[src/rtl/tx_arbiter_pkg.sv]
// Shared definitions for the UART transmit arbiter and its command responders.
// FSM encodings, responder opcode nibbles and an index-width helper.
package tx_arbiter_pkg;

  typedef enum logic [1:0] {
    S_Idle     = 2'd0,
    S_Issue    = 2'd1,
    S_WaitBusy = 2'd2,
    S_WaitDone = 2'd3
  } state_t;

  localparam logic [3:0] OP_PING     = 4'h1;
  localparam logic [3:0] OP_REG_READ = 4'h2;
  localparam logic [3:0] OP_STATUS   = 4'h3;

  // Width of a requester index; at least one bit so N=1 style corners still elaborate.
  function automatic int idx_w(input int n);
    return (n > 1) ? $clog2(n) : 1;
  endfunction

endpackage

[src/rtl/tx_arbiter_rr_pick.sv]
// Combinational round-robin picker: first set bit of pend searching last+1,
// last+2, ... modulo N.
module rr_pick
  import tx_arbiter_pkg::*;
#(
  parameter int N  = 4,
  parameter int IW = idx_w(N)
) (
  input  logic [N-1:0]  pend,
  input  logic [IW-1:0] last,
  output logic          any,
  output logic [IW-1:0] idx
);

  int            j;
  logic [IW-1:0] jj;

  // Scan from farthest to nearest so the nearest pending requester overwrites.
  always_comb begin
    any = 1'b0;
    idx = '0;
    j   = 0;
    jj  = '0;
    for (int k = N; k >= 1; k--) begin
      j  = (int'(last) + k) % N;
      jj = IW'(j);
      if (pend[jj]) begin
        any = 1'b1;
        idx = jj;
      end
    end
  end

endmodule

[src/rtl/tx_arbiter.sv]
// Shares one UART transmitter among N byte responders: per-requester holding
// slots, round-robin grant, one-cycle start strobe issued only while the UART is idle.
module tx_arbiter
  import tx_arbiter_pkg::*;
#(
  parameter int N         = 4,
  parameter int BUSY_WAIT = 4
) (
  input  logic           clk,
  input  logic           rst_n,
  input  logic [N*8-1:0] req_data,
  input  logic [N-1:0]   req_en,
  output logic [N-1:0]   req_busy,
  output logic [N-1:0]   req_ovf,
  output logic [7:0]     uart_tx_data,
  output logic           uart_tx_en,
  input  logic           uart_tx_busy,
  output state_t         fsm_state
);

  localparam int IW = idx_w(N);
  localparam int CW = $clog2(BUSY_WAIT + 1);

  // Handshake: a requester strobe is accepted whenever its slot is free (or being
  // freed this cycle); uart_tx_en is a single-cycle start, only when uart_tx_busy=0.
  state_t        state, state_nx;
  logic [N-1:0]  pend;
  logic [7:0]    slot [N];
  logic [IW-1:0] grant, last;
  logic [CW-1:0] wcnt;
  logic          pick_any;
  logic [IW-1:0] pick_idx;
  logic          issue;
  logic [N-1:0]  clr;

  rr_pick #(.N(N), .IW(IW)) u_pick (
    .pend (pend),
    .last (last),
    .any  (pick_any),
    .idx  (pick_idx)
  );

  assign issue     = (state == S_Issue) && !uart_tx_busy;
  assign fsm_state = state;

  always_comb begin
    clr = '0;
    if (issue) clr[grant] = 1'b1;
  end

  always_ff @(posedge clk or negedge rst_n) begin
    if (!rst_n) state <= S_Idle;
    else        state <= state_nx;
  end

  always_comb begin
    state_nx = state;
    case (state)
      S_Idle:     if (pick_any) state_nx = S_Issue;
      S_Issue:    if (!uart_tx_busy) state_nx = S_WaitBusy;
      S_WaitBusy: begin
        if (uart_tx_busy)          state_nx = S_WaitDone;
        else if (wcnt <= CW'(1))   state_nx = S_Idle;
      end
      S_WaitDone: if (!uart_tx_busy) state_nx = S_Idle;
      default:    state_nx = S_Idle;
    endcase
  end

  // Registered FSM outputs: grant bookkeeping, busy-wait counter and UART strobe.
  always_ff @(posedge clk or negedge rst_n) begin
    if (!rst_n) begin
      grant        <= '0;
      last         <= IW'(N - 1);
      wcnt         <= '0;
      uart_tx_data <= '0;
      uart_tx_en   <= 1'b0;
    end else begin
      uart_tx_en <= 1'b0;
      case (state)
        S_Idle: if (pick_any) grant <= pick_idx;
        S_Issue: begin
          if (!uart_tx_busy) begin
            uart_tx_data <= slot[grant];
            uart_tx_en   <= 1'b1;
            wcnt         <= CW'(BUSY_WAIT);
          end
        end
        S_WaitBusy: begin
          if (!uart_tx_busy) begin
            if (wcnt <= CW'(1)) last <= grant;
            else                wcnt <= wcnt - CW'(1);
          end
        end
        S_WaitDone: if (!uart_tx_busy) last <= grant;
        default: ;
      endcase
    end
  end

  // A new strobe in the same cycle its slot is issued refills the slot.
  always_ff @(posedge clk or negedge rst_n) begin
    if (!rst_n) begin
      pend    <= '0;
      req_ovf <= '0;
      for (int i = 0; i < N; i++) slot[i] <= '0;
    end else begin
      for (int i = 0; i < N; i++) begin
        if (req_en[i] && (!pend[i] || clr[i])) begin
          slot[i] <= req_data[i*8 +: 8];
          pend[i] <= 1'b1;
        end else if (req_en[i]) begin
          req_ovf[i] <= 1'b1;
        end else if (clr[i]) begin
          pend[i] <= 1'b0;
        end
      end
    end
  end

  always_comb begin
    req_busy = '0;
    for (int i = 0; i < N; i++)
      req_busy[i] = pend[i] | ((state != S_Idle) && (grant == IW'(i)));
  end

endmodule
[config.mk]
export PLATFORM = sky130hd
export DESIGN_NAME = tx_arbiter
export DESIGN_NICKNAME = d
export VERILOG_FILES = /design/src/rtl/tx_arbiter_pkg.sv /design/src/rtl/tx_arbiter_rr_pick.sv /design/src/rtl/tx_arbiter.sv
export SDC_FILE = /design/constraint.sdc
export NUM_CORES = 1
export LEC_CHECK = 0
export CAP_MARGIN = 25
export CELL_PAD_IN_SITES_DETAIL_PLACEMENT = 1
export CELL_PAD_IN_SITES_GLOBAL_PLACEMENT = 1
export CORE_ASPECT_RATIO = 1.4
export CORE_MARGIN = 2
export CORE_UTILIZATION = 40
export CTS_BUF_LIST = sky130_fd_sc_hd__clkbuf_8
export CTS_CLUSTER_DIAMETER = 100
export DETAILED_ROUTE_END_ITERATION = 8
export GPL_TIMING_DRIVEN = 0
export HOLD_SLACK_MARGIN = 0.06
export MAX_ROUTING_LAYER = met4
export PLACE_DENSITY_LB_ADDON = 0.1
export SLEW_MARGIN = 5
export SYNTH_ARGS = -nofsm -noshare
export SYNTH_HDL_FRONTEND = slang
export SYNTH_HIERARCHICAL = 1
export SYNTH_SLANG_ARGS = --single-unit
export TNS_END_PERCENT = 30
[constraint.sdc]
create_clock -name clk -period 1.91 [get_ports clk]
set_input_delay 0.382 -clock clk [delete_from_list [all_inputs] [get_ports clk]]
set_output_delay 0.382 -clock clk [all_outputs]
set_load 0.02 [all_outputs]
# After elaboration in Yosys (flattened, before gate mapping)
# Cells that the tools add are included.
[totals]
input_bits = 39
elab_cells = 149
reg_bits = 58
[op_classes]
magnitude_cmp = 8
bitwise_logic = 10
reduce_logical = 41
eq_ne = 17
mux = 50
addsub = 5
[ops]
columns = ["op", "count"]
rows = [
  ["2-bit two-way mux", 12],
  ["1-bit two-way mux", 23],
  ["2-bit AND reduction", 10],
  ["8-bit binary-select mux with 2-bit select", 1],
  ["8-bit two-way mux", 2],
  ["2-bit by 3-bit less-than comparator with 1-bit output, second input constant", 5],
  ["2-bit nonzero test", 7],
  ["2-bit != test, second input constant", 6],
  ["4-bit AND reduction", 3],
  ["1-bit logical AND", 10],
  ["3-bit two-way mux", 3],
  ["1-bit binary-select mux with 2-bit select", 4],
  ["2-bit == test, second input constant", 4],
  ["2-bit by 1-bit != test with 1-bit output, second input constant", 4],
  ["2-bit case mux with 4 select lines", 1],
  ["3-bit case mux with 2 select lines", 1],
  ["1-bit logical NOT", 5],
  ["1-bit inverter", 5],
  ["2-bit by 1-bit adder with 2-bit output, second input constant", 2],
  ["2-bit adder, second input constant", 2],
  ["2-bit by 1-bit == test with 1-bit output, second input constant", 2],
  ["2-bit logical NOT", 2],
  ["1-bit logical OR", 4],
  ["4-bit two-way mux", 1],
  ["9 further kinds", 12],
]

# Longest topological paths before layout
# Gate-level depths: netlist of the first run.
[logic_depth]
word_depth = 9
mapped_depth = 5
depth_no_buf = 5

# Cells and area by module
# Netlist of the first run, hierarchy kept.
[modules_own_cells]
columns = ["mod", "instances", "cells_per_inst", "seq_area_each_um2", "area_per_inst_um2"]
rows = [
  ["tx_arbiter", 1, 180, 1453.9, 2666.3],
  ["rr_pick", 1, 14, 0.0, 91.3],
]

# Worst setup path after synthesis of the first run
# Ideal clock, no wire load.
[synth_timing]
path_type = "reg2reg"
startpoint = "register state[1] (netlist: fsm_state[1])"
endpoint = "register slot[0] (netlist bit)"
path_buffers = 2
period_less_slack_ns = 1.715
required_ns = 1.785
path_slack_ns = 0.195
path_stages_with_launch = 6
arrival_time_ns = 1.590
cell_sequence = "dfrtp_1 buf_4 nor3b_4 a41o_1 buf_4 mux2_2"
[synth_between]
elab_chain_cells = 5
[synth_lines]
columns = ["item", "line", "rtl"]
rows = [
  ["start, declared", "tx_arbiter.sv:26", "state_t state, state_nx;"],
  ["start signal, assigned", "tx_arbiter.sv:52", "if (!rst_n) state <= S_Idle;"],
  ["start signal, assigned", "tx_arbiter.sv:53", "else state <= state_nx;"],
  ["2-bit by 1-bit == test with 1-bit output", "tx_arbiter.sv:43", "assign issue = (state == S_Issue) && !uart_tx_busy;"],
  ["1-bit logical AND", "tx_arbiter.sv:43", ""],
  ["4-bit two-way mux", "tx_arbiter.sv:48", "if (issue) clr[grant] = 1'b1;"],
  ["1-bit logical OR", "tx_arbiter.sv:109", "if (req_en[i] && (!pend[i] || clr[i])) begin"],
  ["1-bit logical AND", "tx_arbiter.sv:109", ""],
  ["end signal, assigned by index", "tx_arbiter.sv:110", "slot[i] <= req_data[i*8 +: 8];"],
  ["end, declared", "tx_arbiter.sv:28", "logic [7:0] slot [N];"],
]
# Every way passes these cells.
# A chain may end at the register's enable or synchronous reset.

# Final worst setup path of the first run
[layout_timing]
startpoint = "register state[0] (netlist: fsm_state[0])"
endpoint = "output req_busy[3]"
[layout_between]
elab_chain_cells = 3
[layout_lines]
columns = ["item", "line", "rtl"]
rows = [
  ["2-bit nonzero test", "tx_arbiter.sv:124", "req_busy[i] = pend[i] | ((state != S_Idle) && (grant == IW'(i)));"],
  ["1-bit logical AND", "tx_arbiter.sv:124", ""],
  ["1-bit bitwise OR", "tx_arbiter.sv:124", ""],
  ["end, declared", "tx_arbiter.sv:13", "output logic [N-1:0] req_busy,"],
]
# Every way passes these cells.

==> report_table.html, run 1 <==
<table>
<tr><th>Metric</th><th>Value</th></tr>
<tr><th colspan="2">Synth</th></tr>
<tr><td>Top-count cell post-synth</td><td>sky130_fd_sc_hd__dfrtp_1</td></tr>
<tr><td>Cell taking the most area after synthesis</td><td>sky130_fd_sc_hd__dfrtp_1</td></tr>
<tr><td>Dominant cells by area after synthesis</td><td>sky130_fd_sc_hd__dfrtp_1 (51%), sky130_fd_sc_hd__mux2_2 (18%), sky130_fd_sc_hd__mux4_2 (6.5%)</td></tr>
<tr><td>Count of unique library cells instantiated by Yosys</td><td>42</td></tr>
<tr><td>Instance count of the mapped netlist</td><td>194</td></tr>
<tr><td>Synthesis warning total</td><td>6</td></tr>
<tr><td>Net count after synthesis</td><td>235</td></tr>
<tr><td>Share of synthesized registers carrying an async set or reset</td><td>1.00</td></tr>
<tr><td>Most used flip-flop cell after synthesis</td><td>sky130_fd_sc_hd__dfrtp_1</td></tr>
<tr><td>Synthesized cell area</td><td>2760 um2</td></tr>
<tr><td>Fraction of post-synthesis cell area in the top cell type by area</td><td>0.508</td></tr>
<tr><td>Synth cell count leaders</td><td>sky130_fd_sc_hd__dfrtp_1 (56), sky130_fd_sc_hd__mux2_2 (44), sky130_fd_sc_hd__a31o_2 (8), sky130_fd_sc_hd__inv_1 (8), sky130_fd_sc_hd__mux4_2 (8)</td></tr>
<tr><td>Post-synthesis sequential area ratio</td><td>0.527</td></tr>
<tr><td>Count of flip-flops with a built-in enable after synthesis</td><td>0</td></tr>
<tr><td>Count of state elements after synthesis</td><td>58</td></tr>
<tr><td>Average instance area after synthesis</td><td>14.2 um2</td></tr>
<tr><th colspan="2">Detailed routing</th></tr>
<tr><td>Number of detailed-route iterations in the first pass</td><td>4</td></tr>
<tr><td>Overall routed net length</td><td>6.17 mm</td></tr>
<tr><td>Via density</td><td>5.11</td></tr>
<tr><td>Number of DRC violations after detailed-routing iteration 0</td><td>85</td></tr>
<tr><td>Post-route DRC violation count</td><td>0</td></tr>
<tr><td>Antenna Nets Post-Route</td><td>0</td></tr>
<tr><td>Vias post-DR</td><td>between 1500 and 2000</td></tr>
<tr><td>Average wire per cell in the routed design</td><td>17.0 um</td></tr>
<tr><th colspan="2">Timing</th></tr>
<tr><td>RSZ-0062 raised after global routing</td><td>true</td></tr>
<tr><td>Slew of the pin with the lowest slew margin</td><td>0.741 ns</td></tr>
<tr><td>Clock period minus final worst setup slack</td><td>approximately 1.9 ns</td></tr>
<tr><td>FMAX</td><td>roughly 540 MHz</td></tr>
<tr><td>Pins over their slew limit</td><td>0</td></tr>
<tr><td>Part of the cycle the worst path needs</td><td>0.975</td></tr>
<tr><td>Normalized max-slew margin</td><td>0.506</td></tr>
<tr><td>Worst setup skew after layout</td><td>0.00884 ns</td></tr>
<tr><td>Count of final setup violators</td><td>0</td></tr>
<tr><td>Hold Vio Cnt, Final</td><td>0</td></tr>
<tr><th colspan="2">Placed design</th></tr>
<tr><td>Final weighted congestion in routability-driven placement</td><td>0.734</td></tr>
<tr><td>Detail Placement HPWL</td><td>4.24 mm</td></tr>
<tr><td>Total placed instance area</td><td>3430 um2</td></tr>
<tr><td>Buffers added on ports</td><td>56</td></tr>
<tr><td>DP Cell Count</td><td>342</td></tr>
<tr><th colspan="2">CTS</th></tr>
<tr><td>Count of hold buffers inserted by post-cts repair</td><td>0</td></tr>
<tr><td>Clock root cell</td><td>sky130_fd_sc_hd__clkbuf_8</td></tr>
<tr><td>Buffer levels on the longest clock path</td><td>2</td></tr>
<tr><td>Number of buffers created by CTS</td><td>9</td></tr>
<tr><td>Clock latency at the later pin of the worst-skew pair</td><td>0.33 ns</td></tr>
<tr><td>Clock sink count</td><td>a little under 60</td></tr>
<tr><td>H-tree levels</td><td>3</td></tr>
<tr><td>TritonCTS clock tree</td><td>done</td></tr>
<tr><td>Clock transition at the register clock pins on the worst setup and hold paths after CTS</td><td>0.07 ns</td></tr>
<tr><th colspan="2">Global route</th></tr>
<tr><td>Via count of the first global-routing pass</td><td>2021</td></tr>
<tr><td>Maximum number of pins on one net before global-route repair</td><td>between 50 and 60</td></tr>
<tr><td>Overall routing resource usage</td><td>0.189</td></tr>
<tr><td>Global route total overflow</td><td>0</td></tr>
<tr><td>Number of antenna violations at the first check in global routing</td><td>0</td></tr>
<tr><td>Wire length of the first global-routing pass</td><td>10.2 mm</td></tr>
<tr><th colspan="2">Die</th></tr>
<tr><td>Standard-cell rows</td><td>35</td></tr>
<tr><td>Full die area</td><td>about 7600 um2</td></tr>
<tr><td>Chip height</td><td>102 um</td></tr>
<tr><td>Chip Width</td><td>74.2 um</td></tr>
<tr><td>Effective utilization at floorplan</td><td>0.417</td></tr>
<tr><td>Area of the core</td><td>6610 um2</td></tr>
<tr><td>Number of ports placed on the die boundary</td><td>58</td></tr>
<tr><th colspan="2">Final layout</th></tr>
<tr><td>Proportion of layout cells with a drive suffix above 1</td><td>0.395</td></tr>
<tr><td>Antenna cells</td><td>0</td></tr>
<tr><td>Post-route cell area</td><td>around 3700 um2</td></tr>
<tr><td>Final net count</td><td>307</td></tr>
<tr><td>Post-synthesis to final-layout area growth</td><td>34.9%</td></tr>
<tr><td>Utilization of the core after routing</td><td>0.563</td></tr>
<tr><td>Fill cells</td><td>~650</td></tr>
<tr><td>Finished Layout Cells</td><td>approximately 360</td></tr>
<tr><th colspan="2">Power</th></tr>
<tr><td>Worst vdd ir</td><td>between 700 and 800 uV</td></tr>
<tr><td>Overall power</td><td>5.74 mW</td></tr>
<tr><td>Power density cells</td><td>1540 nW/um2</td></tr>
<tr><td>Leakage dissipation</td><td>between 1.5 and 2 nW</td></tr>
<tr><th colspan="2">Setup path</th></tr>
<tr><td>WP data required</td><td>1.53 ns</td></tr>
<tr><td>Worst flop-to-flop path startpoint</td><td>grant[1]</td></tr>
<tr><td>Nature of the critical path endpoint</td><td>output port</td></tr>
<tr><td>Flop2flop setup slack</td><td>0.13 ns</td></tr>
<tr><td>Startpoint kind of the worst setup timing path</td><td>flop</td></tr>
<tr><td>Reg2reg path depth</td><td>5</td></tr>
<tr><td>Arrival time at the worst endpoint</td><td>1.48 ns</td></tr>
<tr><td>Critical path class</td><td>reg -&gt; out</td></tr>
<tr><td>Largest driver fanout on the critical path</td><td>10</td></tr>
<tr><td>R2r endpoint</td><td>slot[17]</td></tr>
<tr><th colspan="2">Run status</th></tr>
<tr><td>Result of the run</td><td>finished clean</td></tr>
<tr><th colspan="2">Hold path</th></tr>
<tr><td>Worst hold path type</td><td>in -&gt; async</td></tr>
<tr><th colspan="2">Flow run</th></tr>
<tr><td>Max Cap Viol</td><td>0</td></tr>
</table>
-- critical path: stages (launching register included) --
cell and delay [ns]:
sky130_fd_sc_hd__dfrtp_2 0.47, sky130_fd_sc_hd__or2_4 0.29, sky130_fd_sc_hd__a31o_2 0.24, sky130_fd_sc_hd__buf_2 0.15
-- per-layer routing --
layer / GRT usage / wire [um] / vias to the layer above
li1: - / - / 855
met1: 0.227 / 2600 / 958
met5: - / 0 / -
met4: 0.0713 / 91 / 0
met2: 0.316 / 3300 / 35
met3: 0.0325 / 176 / 8
-- metrics by stage --
| step | hold WS [ns] | setup slack [ns] | setup TNS (ns) |
|---|---|---|---|
| 3_3_place_gp | 0.459 | -1.48 | -86.84 |
| 4_1_cts | 0.139 | 0.0197 | 0 |
| 5_1_grt | 0.164 | -0.00195 | -0.00195 |
| 2_1_floorplan | 0.0864 | 0.195 | 0 |
| 3_5_place_dp | 0.458 | -0.321 | -2.74 |
| 6_report | 0.105 | 0.0469 | 0 |
-- how the worst max path moves through the flow --
stage,startpoint,endpoint
final,fsm_state[0],req_busy[3]
after global routing,fsm_state[0],req_busy[3]
after CTS,fsm_state[1],req_busy[3]
after detailed placement,grant[1],req_busy[3]
after global placement,rst_n,slot[16]
after floorplan,fsm_state[1],slot[0]
-- report_power, final --
| group | switching [mW] | internal (mW) | total, mW |
|---|---|---|---|
| combinational | 0.990 | 1.39 | 2.38 |
| sequential | 0.339 | 1.78 | 2.12 |
| clock | 0.487 | 0.761 | 1.25 |
| total | 1.82 | 3.93 | 5.74 |
-- placed cells by master, fill, tap and decap left out, types with 2 or more instances in the layout --
master	Yosys	final
sky130_fd_sc_hd__a21oi_1	2	2
sky130_fd_sc_hd__buf_6	2	5
sky130_fd_sc_hd__mux2_2	44	44
sky130_fd_sc_hd__clkinvlp_4	0	2
sky130_fd_sc_hd__nor2b_1	4	4
sky130_fd_sc_hd__dfrtp_1	56	55
sky130_fd_sc_hd__bufinv_16	0	2
sky130_fd_sc_hd__nor2_1	5	5
sky130_fd_sc_hd__dfstp_2	2	2
sky130_fd_sc_hd__nand3_1	2	2
sky130_fd_sc_hd__mux4_2	8	8
sky130_fd_sc_hd__nand2_1	6	6
sky130_fd_sc_hd__clkbuf_8	0	10
sky130_fd_sc_hd__clkdlybuf4s50_1	0	51
sky130_fd_sc_hd__a31o_2	8	8
sky130_fd_sc_hd__nand2b_1	7	7
sky130_fd_sc_hd__inv_1	8	8
sky130_fd_sc_hd__a21o_1	5	5
sky130_fd_sc_hd__clkinv_2	0	2
sky130_fd_sc_hd__ha_1	2	2
sky130_fd_sc_hd__buf_4	4	11
sky130_fd_sc_hd__o21ai_0	2	2
sky130_fd_sc_hd__buf_2	3	3
-- final cells by class --
class / count / area, um2 / area share
inverters: 8 / 33.8 / 0.00908
clock buffers: 10 / 138 / 0.0370
clock inverters: 6 / 81.3 / 0.0219
repair buffers: 62 / 586 / 0.157
flip-flops and latches: 58 / 1460 / 0.391
well taps: 92 / 115 / 0.0309
plain buffers: 9 / 93.8 / 0.0252
multi-input cells: 118 / 1220 / 0.328
-- registers in the layout, indices dropped and copies added (netlist names) --
signal / flops
slot: 32
wcnt: 3
uart_tx_data: 8
last: 2
uart_tx_en: 1
grant: 2
fsm_state: 2
req_ovf: 4
pend: 4
-- kinds of logic (layout without fill, tap and decap cells) --
family	count (synthesis)	in the layout	share of synthesized area
DFF	58	58	0.527
and+or+nand+nor	30	30	0.0694
xor gates and xnor gates	1	1	0.00318
adders and majority gates	2	2	0.00907
buffers and inverters	18	95	0.0367
muxes	53	53	0.249
AOI/OAI and AO/OA	32	32	0.106
-- timing repair --
| action | in CTS | in global routing |
|---|---|---|
| resized for setup | 29 | 3 |
| setup buffers | 3 | 3 |
| pin swaps | 0 | 1 |
| endpoints found under the setup margin | 4 | 5 |
Note: power is estimated with default switching activity, not from simulation.
==> inputs of run 2 (changes only) <==
CELL_PAD_IN_SITES_DETAIL_PLACEMENT = 0   (was 1)
==> report_table.html, run 2 (synthesis gave the netlist of run 1 again) <==
<table>
<tr><th>Metric</th><th>Value</th></tr>
<tr><th colspan="2">Hold path</th></tr>
<tr><td>Worst hold path type</td><td>in -&gt; async</td></tr>
<tr><th colspan="2">CTS</th></tr>
<tr><td>Clock transition at the register clock pins on the worst setup and hold paths after CTS</td><td>0.07 ns (about the same)</td></tr>
<tr><td>TritonCTS clock tree</td><td>done</td></tr>
<tr><td>Buffer levels on the longest clock path</td><td>2 (unchanged)</td></tr>
<tr><td>Clock latency at the later pin of the worst-skew pair</td><td>0.33 ns (about the same)</td></tr>
<tr><td>H-tree levels</td><td>3 (unchanged)</td></tr>
<tr><td>Clock sink count</td><td>58 (unchanged)</td></tr>
<tr><td>Count of hold buffers inserted by post-cts repair</td><td>0 (unchanged)</td></tr>
<tr><td>Clock root cell</td><td>sky130_fd_sc_hd__clkbuf_8</td></tr>
<tr><td>Number of buffers created by CTS</td><td>9 (unchanged)</td></tr>
<tr><th colspan="2">Detailed routing</th></tr>
<tr><td>Antenna Nets Post-Route</td><td>0 (unchanged)</td></tr>
<tr><td>Vias post-DR</td><td>1838 (-0.97%)</td></tr>
<tr><td>Met2 Routed Length</td><td>2.98 mm (-9.5%)</td></tr>
<tr><td>Post-route met1 wirelength</td><td>2.55 mm (-2.0%)</td></tr>
<tr><td>Met3 wire length</td><td>182 um (+3.4%)</td></tr>
<tr><td>Average wire per cell in the routed design</td><td>16.0 um (-5.6%)</td></tr>
<tr><td>Number of detailed-route iterations in the first pass</td><td>4 (unchanged)</td></tr>
<tr><td>Post-route DRC violation count</td><td>0 (unchanged)</td></tr>
<tr><td>Number of DRC violations after detailed-routing iteration 0</td><td>51 (-40%)</td></tr>
<tr><td>Via density</td><td>5.09 (-0.42%)</td></tr>
<tr><td>Overall routed net length</td><td>5.79 mm (-6.1%)</td></tr>
<tr><td>Highest metal layer used by the detailed router</td><td>met4</td></tr>
<tr><th colspan="2">Die</th></tr>
<tr><td>Chip height</td><td>102 um (unchanged)</td></tr>
<tr><td>Area of the core</td><td>6610 um2 (unchanged)</td></tr>
<tr><td>Number of ports placed on the die boundary</td><td>58 (unchanged)</td></tr>
<tr><td>Standard-cell rows</td><td>35 (unchanged)</td></tr>
<tr><td>Chip Width</td><td>74.2 um (unchanged)</td></tr>
<tr><td>Effective utilization at floorplan</td><td>0.417 (unchanged)</td></tr>
<tr><td>Full die area</td><td>7580 um2 (unchanged)</td></tr>
<tr><th colspan="2">Placed design</th></tr>
<tr><td>Detail Placement HPWL</td><td>3.97 mm (-6.5%)</td></tr>
<tr><td>Worst slack after detailed placement</td><td>-0.307 ns (+0.0137 ns)</td></tr>
<tr><td>Buffers added on ports</td><td>56 (unchanged)</td></tr>
<tr><td>Final weighted congestion in routability-driven placement</td><td>0.734 (unchanged)</td></tr>
<tr><td>Total placed instance area</td><td>3430 um2 (unchanged)</td></tr>
<tr><th colspan="2">Global route</th></tr>
<tr><td>Overall routing resource usage</td><td>0.175 (-0.0146)</td></tr>
<tr><td>Via count of the first global-routing pass</td><td>1867 (-7.6%)</td></tr>
<tr><td>Maximum number of pins on one net before global-route repair</td><td>59 (unchanged)</td></tr>
<tr><td>Wire length of the first global-routing pass</td><td>9.43 mm (-7.3%)</td></tr>
<tr><td>Global route total overflow</td><td>0 (unchanged)</td></tr>
<tr><td>Number of antenna violations at the first check in global routing</td><td>0 (unchanged)</td></tr>
<tr><th colspan="2">Timing</th></tr>
<tr><td>Worst setup skew after layout</td><td>0.0106 ns (+0.00176 ns)</td></tr>
<tr><td>Final setup TNS</td><td>0 ns (unchanged)</td></tr>
<tr><td>Fin worst setup slack</td><td>0.0332 ns (-0.0137 ns)</td></tr>
<tr><td>Clock period minus final worst setup slack</td><td>1.88 ns (+0.0137 ns)</td></tr>
<tr><td>FMAX</td><td>533 MHz (-0.73%)</td></tr>
<tr><td>Hold Vio Cnt, Final</td><td>0 (unchanged)</td></tr>
<tr><td>Count of final setup violators</td><td>0 (unchanged)</td></tr>
<tr><td>RSZ-0062 raised after global routing</td><td>true</td></tr>
<tr><td>Part of the cycle the worst path needs</td><td>0.983 (+0.00716)</td></tr>
<tr><td>Pins over their slew limit</td><td>0 (unchanged)</td></tr>
<tr><td>Slew of the pin with the lowest slew margin</td><td>0.742 ns (+0.00114 ns)</td></tr>
<tr><td>Normalized max-slew margin</td><td>0.505 (-0.000756)</td></tr>
<tr><th colspan="2">Setup path</th></tr>
<tr><td>WP data required</td><td>1.53 ns (about the same)</td></tr>
<tr><td>Buf+Inv Stages, Crit Path</td><td>2 (+1)</td></tr>
<tr><td>Worst path cell trace</td><td>buf_6 -&gt; or2_4 -&gt; a31o_2 -&gt; buf_2</td></tr>
<tr><td>Largest driver fanout on the critical path</td><td>4 (-6)</td></tr>
<tr><td>Critical path class</td><td>reg -&gt; out</td></tr>
<tr><td>Arrival time at the worst endpoint</td><td>1.49 ns (about the same)</td></tr>
<tr><td>Highest cell delay on the worst timing path</td><td>0.40 ns (-0.07 ns)</td></tr>
<tr><td>Slowest cell on crit path</td><td>sky130_fd_sc_hd__dfrtp_1</td></tr>
<tr><td>Startpoint kind of the worst setup timing path</td><td>flop</td></tr>
<tr><td>Nature of the critical path endpoint</td><td>output port</td></tr>
<tr><td>Cell family contributing the most delay on the critical path</td><td>flip-flops</td></tr>
<tr><th colspan="2">Power</th></tr>
<tr><td>Power density cells</td><td>1540 nW/um2 (about the same)</td></tr>
<tr><td>Leakage dissipation</td><td>1.52 nW (-0.62%)</td></tr>
<tr><td>Worst vdd ir</td><td>760 uV (+4.9%)</td></tr>
<tr><td>Overall power</td><td>5.71 mW (-0.52%)</td></tr>
<tr><th colspan="2">Final layout</th></tr>
<tr><td>Proportion of layout cells with a drive suffix above 1</td><td>0.390 (-0.00450)</td></tr>
<tr><td>Antenna cells</td><td>0 (unchanged)</td></tr>
<tr><td>Register cell area after layout</td><td>1460 um2 (unchanged)</td></tr>
<tr><td>Largest reg by FF count</td><td>slot</td></tr>
<tr><td>Multi-input combinational cell area</td><td>1210 um2 (-0.72%)</td></tr>
<tr><td>Commonest cells after routing, fill and taps aside</td><td>sky130_fd_sc_hd__dfrtp_1 (55), sky130_fd_sc_hd__clkdlybuf4s50_1 (51), sky130_fd_sc_hd__mux2_2 (44)</td></tr>
<tr><td>Largest register FFs</td><td>32 (unchanged)</td></tr>
<tr><td>Fill cells</td><td>574 (-11%)</td></tr>
<tr><td>Final net count</td><td>305 (-0.65%)</td></tr>
<tr><td>Post-route cell area</td><td>3700 um2 (-0.44%)</td></tr>
<tr><td>Commonest non-fill, non-tap cell in the layout</td><td>sky130_fd_sc_hd__dfrtp_1</td></tr>
<tr><td>Largest regs</td><td>slot: 32 flops, uart_tx_data: 8 flops</td></tr>
<tr><td>Post-synthesis to final-layout area growth</td><td>34.3%</td></tr>
<tr><th colspan="2">Run status</th></tr>
<tr><td>Result of the run</td><td>finished clean</td></tr>
<tr><th colspan="2">Flow run</th></tr>
<tr><td>Max Cap Viol</td><td>0 (unchanged)</td></tr>
</table>
[run 2: where the power goes]
| part | internal (mW) | switching (mW) | total [mW] |
|---|---|---|---|
| logic | 1.38 | 0.960 | 2.34 |
| registers | 1.78 | 0.334 | 2.11 |
| clock network | 0.761 | 0.497 | 1.26 |
| total | 3.92 | 1.79 | 5.71 |
[run 2: per-stage QoR]
| stage | hold slack (ns) | util | std cells |
|---|---|---|---|
| 3_3_place_gp | 0.459 | 0.519 | 342 |
| 6_report | 0.0929 | 0.560 | 361 |
| 2_1_floorplan | 0.0864 | - | 194 |
| 5_1_grt | 0.152 | 0.560 | 361 |
| 3_5_place_dp | 0.458 | 0.519 | 342 |
| 4_1_cts | 0.140 | 0.557 | 360 |
[run 2: timing repair]
item	4_1_cts	5_1_grt
pin swaps	0	0
buffers inserted	3	1
resized for setup	29	4
endpoints found under the setup margin	4	7
[run 2: layout make-up]
class	count	share of cell area
Tap cell	92	0.0311
Timing Repair Buffer	60	0.155
Multi-Input combinational cell	118	0.327
Buffer	9	0.0263
Clock buffer	10	0.0371
Clock inverter	6	0.0220
Sequential cell	58	0.393
Inverter	8	0.00912
[run 2: path summary, 6_finish.rpt]
check                             startpoint  slack, ns  cells after the start      endpoint
max in group asynchronous              rst_n       1.26                      1  fsm_state[0]
worst min register to register    req_ovf[3]       0.47                      1    req_ovf[3]
min in group clk                uart_tx_busy       0.30                      3  fsm_state[0]
worst max-delay path            fsm_state[1]       0.03                      4   req_busy[1]
worst max register to register  fsm_state[1]       0.11                      5      slot[13]
worst min-delay path                   rst_n       0.09                      1    req_ovf[1]
[run 2: worst reg2reg max path, delay by kind of cell (launching register included)]
kind	cells	cell delay (ns)
simple gates	1	0.45
flops	1	0.40
mux	1	0.34
buf+inv	2	0.27
compound gates	1	0.24
[run 2: metal layers]
layer / vias to the layer above / global-route usage
li1: 849 / -
met1: 945 / 0.224
met2: 38 / 0.275
met3: 6 / 0.0385
met4: 0 / 0.0545
met5: - / -
==> inputs of run 3 (changes only) <==
--- a/config.mk
+++ b/config.mk
@@ -15,9 +15,7 @@
 export CTS_CLUSTER_DIAMETER = 100
 export DETAILED_ROUTE_END_ITERATION = 8
-export GPL_TIMING_DRIVEN = 0
 export HOLD_SLACK_MARGIN = 0.06
 export MAX_ROUTING_LAYER = met4
 export PLACE_DENSITY_LB_ADDON = 0.1
-export SLEW_MARGIN = 5
 export SYNTH_ARGS = -nofsm -noshare
 export SYNTH_HDL_FRONTEND = slang
==> constraint.sdc (replaced) <==
create_clock -name clk -period 1.91 [get_ports clk]
set_input_delay 0.191 -clock clk [delete_from_list [all_inputs] [get_ports clk]]
set_output_delay 0.191 -clock clk [all_outputs]
set_load 0.02 [all_outputs]
==> report_table.html, run 3 (synthesis gave the netlist of run 1 again) <==
<table>
<tr><th>Metric</th><th>Value</th></tr>
<tr><th colspan="2">Timing</th></tr>
<tr><td>FMAX</td><td>541 MHz (+1.5%)</td></tr>
<tr><td>Part of the cycle the worst path needs</td><td>0.968 (-0.0145)</td></tr>
<tr><td>Clock period minus final worst setup slack</td><td>1.85 ns (-0.0277 ns)</td></tr>
<tr><td>Slew of the pin with the lowest slew margin</td><td>0.539 ns (-0.204 ns)</td></tr>
<tr><td>Count of final setup violators</td><td>0 (unchanged)</td></tr>
<tr><td>RSZ-0062 raised after global routing</td><td>false</td></tr>
<tr><td>Normalized max-slew margin</td><td>0.641 (+0.136)</td></tr>
<tr><td>Pins over their slew limit</td><td>0 (unchanged)</td></tr>
<tr><td>Worst setup skew after layout</td><td>0.0113 ns (+0.000729 ns)</td></tr>
<tr><td>Hold Vio Cnt, Final</td><td>0 (unchanged)</td></tr>
<tr><td>Worst hold slack</td><td>0.368 ns (+0.275 ns)</td></tr>
<tr><th colspan="2">Setup path</th></tr>
<tr><td>Nature of the critical path endpoint</td><td>output port</td></tr>
<tr><td>Largest driver fanout on the critical path</td><td>5 (+1)</td></tr>
<tr><td>Arrival time at the worst endpoint</td><td>1.66 ns (+0.17 ns)</td></tr>
<tr><td>Critical path class</td><td>reg -&gt; out</td></tr>
<tr><td>WP data required</td><td>1.72 ns (+0.19 ns)</td></tr>
<tr><td>Startpoint kind of the worst setup timing path</td><td>flop</td></tr>
<tr><th colspan="2">Power</th></tr>
<tr><td>Net load switching power</td><td>1.74 mW (-3.1%)</td></tr>
<tr><td>Gate power share</td><td>0.421 (+0.011)</td></tr>
<tr><td>Switching power as a share of total power</td><td>0.324 (+0.0108)</td></tr>
<tr><td>Leakage dissipation</td><td>1.55 nW (+1.7%)</td></tr>
<tr><td>Clock network fraction of design power</td><td>0.176 (-0.044)</td></tr>
<tr><td>Power density cells</td><td>1440 nW/um2 (-6.4%)</td></tr>
<tr><td>Share of power burned in registers</td><td>0.403 (+0.033)</td></tr>
<tr><td>Worst vdd ir</td><td>827 uV (+8.8%)</td></tr>
<tr><td>Overall power</td><td>5.35 mW (-6.3%)</td></tr>
<tr><td>Internal power contribution</td><td>3.62 mW (-7.8%)</td></tr>
<tr><th colspan="2">CTS</th></tr>
<tr><td>Clock sink count</td><td>58 (unchanged)</td></tr>
<tr><td>Buffer levels on the longest clock path</td><td>2 (unchanged)</td></tr>
<tr><td>Clock latency at the later pin of the worst-skew pair</td><td>0.34 ns (about the same)</td></tr>
<tr><td>H-tree levels</td><td>3 (unchanged)</td></tr>
<tr><td>Clock transition at the register clock pins on the worst setup and hold paths after CTS</td><td>0.07 ns (about the same)</td></tr>
<tr><td>Number of buffers created by CTS</td><td>9 (unchanged)</td></tr>
<tr><td>TritonCTS clock tree</td><td>done</td></tr>
<tr><td>Clock root cell</td><td>sky130_fd_sc_hd__clkbuf_8</td></tr>
<tr><th colspan="2">Detailed routing</th></tr>
<tr><td>Antenna Nets Post-Route</td><td>0 (unchanged)</td></tr>
<tr><td>Average wire per cell in the routed design</td><td>16.0 um (-0.41%)</td></tr>
<tr><td>Post-route DRC violation count</td><td>0 (unchanged)</td></tr>
<tr><td>Number of detailed-route iterations in the first pass</td><td>4 (unchanged)</td></tr>
<tr><td>Number of DRC violations after detailed-routing iteration 0</td><td>55 (+7.8%)</td></tr>
<tr><td>Via density</td><td>5.04 (-1.0%)</td></tr>
<tr><td>Vias post-DR</td><td>1860 (+1.2%)</td></tr>
<tr><td>Overall routed net length</td><td>5.90 mm (+1.8%)</td></tr>
<tr><th colspan="2">Final layout</th></tr>
<tr><td>Post-synthesis to final-layout area growth</td><td>34.4% (about the same)</td></tr>
<tr><td>Commonest cells after routing, fill and taps aside</td><td>sky130_fd_sc_hd__dfrtp_1 (54), sky130_fd_sc_hd__clkdlybuf4s50_1 (52), sky130_fd_sc_hd__mux2_2 (44)</td></tr>
<tr><td>Commonest non-fill, non-tap cell in the layout</td><td>sky130_fd_sc_hd__dfrtp_1</td></tr>
<tr><td>Largest register FFs</td><td>32 (unchanged)</td></tr>
<tr><td>Largest reg by FF count</td><td>slot</td></tr>
<tr><td>Antenna cells</td><td>0 (unchanged)</td></tr>
<tr><td>Largest regs</td><td>slot: 32 flops, uart_tx_data: 8 flops</td></tr>
<tr><td>Final net count</td><td>313 (+2.6%)</td></tr>
<tr><td>Fill cells</td><td>579 (+0.87%)</td></tr>
<tr><td>Proportion of layout cells with a drive suffix above 1</td><td>0.375 (-0.0149)</td></tr>
<tr><th colspan="2">Die</th></tr>
<tr><td>Full die area</td><td>7580 um2 (unchanged)</td></tr>
<tr><td>Chip Width</td><td>74.2 um (unchanged)</td></tr>
<tr><td>Effective utilization at floorplan</td><td>0.417 (unchanged)</td></tr>
<tr><td>Chip height</td><td>102 um (unchanged)</td></tr>
<tr><td>Number of ports placed on the die boundary</td><td>58 (unchanged)</td></tr>
<tr><td>Standard-cell rows</td><td>35 (unchanged)</td></tr>
<tr><td>Area of the core</td><td>6610 um2 (unchanged)</td></tr>
<tr><th colspan="2">Placed design</th></tr>
<tr><td>Buffers added on ports</td><td>57 (+1.8%)</td></tr>
<tr><td>Detail Placement HPWL</td><td>4.27 mm (+7.6%)</td></tr>
<tr><td>Final weighted congestion in routability-driven placement</td><td>0.800 (+8.9%)</td></tr>
<tr><th colspan="2">Global route</th></tr>
<tr><td>Number of antenna violations at the first check in global routing</td><td>0 (unchanged)</td></tr>
<tr><td>Overall routing resource usage</td><td>0.183 (+0.00819)</td></tr>
<tr><td>Via count of the first global-routing pass</td><td>1914 (+2.5%)</td></tr>
<tr><td>Wire length of the first global-routing pass</td><td>9.61 mm (+1.9%)</td></tr>
<tr><td>Global route total overflow</td><td>0 (unchanged)</td></tr>
<tr><td>Maximum number of pins on one net before global-route repair</td><td>37 (-37%)</td></tr>
<tr><th colspan="2">Run status</th></tr>
<tr><td>Result of the run</td><td>finished clean</td></tr>
<tr><th colspan="2">Hold path</th></tr>
<tr><td>Worst hold path type</td><td>in -&gt; async</td></tr>
<tr><th colspan="2">Flow run</th></tr>
<tr><td>Max Cap Viol</td><td>0 (unchanged)</td></tr>
</table>
==> run 3: cell count changes in the layout (fill, tap and decap cells not counted), moves of 3 or more <==
| cell | previous run | this run |
|---|---|---|
| sky130_fd_sc_hd__inv_1 | 8 | 11 |
| sky130_fd_sc_hd__buf_4 | 8 | 17 |
| sky130_fd_sc_hd__dlygate4sd2_1 | 0 | 4 |
| sky130_fd_sc_hd__buf_6 | 5 | 0 |
==> run 3: per-layer routing <==
metal | vias to the layer above | routed length, um | track usage
li1 | 867 | - | -
met1 | 929 | 2440 | 0.212
met2 | 54 | 3100 | 0.296
met3 | 10 | 269 | 0.0355
met4 | 0 | 88 | 0.0965
met5 | - | 0 | -
==> run 3: path summary, 6_finish.rpt <==
path | from | slack, ns | end | cells past startpoint
worst max-delay path | fsm_state[0] | 0.06 | req_busy[3] | 3
worst min register to register | req_ovf[0] | 0.47 | req_ovf[0] | 1
worst max register to register | fsm_state[1] | 0.16 | slot[9] | 4
min in group clk | req_data[13] | 0.47 | slot[21] | 2
worst min-delay path | rst_n | 0.37 | slot[21] | 2
max in group asynchronous | rst_n | 0.89 | last[0] | 3
==> run 3: power groups by stage <==
stage / sequential [mW] / clock (mW) / combinational, mW
2_1_floorplan: 2.15 / 0 / 1.51
3_3_place_gp: 2.17 / 0 / 2.20
3_5_place_dp: 2.19 / 0 / 2.25
4_1_cts: 2.17 / 0.977 / 2.25
5_1_grt: 2.24 / 1.04 / 2.44
6_report: 2.16 / 0.943 / 2.25
==> run 3: stage by stage <==
step | TNS [ns] | utilization | cells | worst slack, ns | area, um2
2_1_floorplan | 0 | - | 194 | 0.195 | 2760
3_3_place_gp | -0.685 | 0.532 | 350 | -0.0739 | 3520
3_5_place_dp | -1.24 | 0.532 | 350 | -0.101 | 3520
4_1_cts | 0 | 0.558 | 367 | 0.0201 | 3690
5_1_grt | 0 | 0.560 | 369 | 0.00594 | 3710
6_report | 0 | 0.560 | 369 | 0.0610 | 3710
==> run 3: what timing repair did <==
item | CTS | global route
gates resized for setup | 6 | 0
endpoints found under the setup margin | 4 | 2
setup buffers | 0 | 2
hold buffers | 1 | 0
hold endpoints to repair | 22 | 0
==> run 3: cell type report <==
class                           count  area, um2  share of cell area
Sequential cell                    58       1460               0.393
Multi-Input combinational cell    118       1200               0.324
Timing Repair Buffer               77        738               0.199
Clock buffer                       10        138              0.0371
Tap cell                           92        115              0.0311
Inverter                            8       30.0             0.00810
Clock inverter                      6       26.3             0.00709
==> run 3: worst max-delay path, cell delays in order, from the launching register on <==
cell,delay (ns)
sky130_fd_sc_hd__dfrtp_1,0.41
sky130_fd_sc_hd__or2_2,0.35
sky130_fd_sc_hd__a31o_2,0.25
sky130_fd_sc_hd__dlygate4sd2_1,0.31
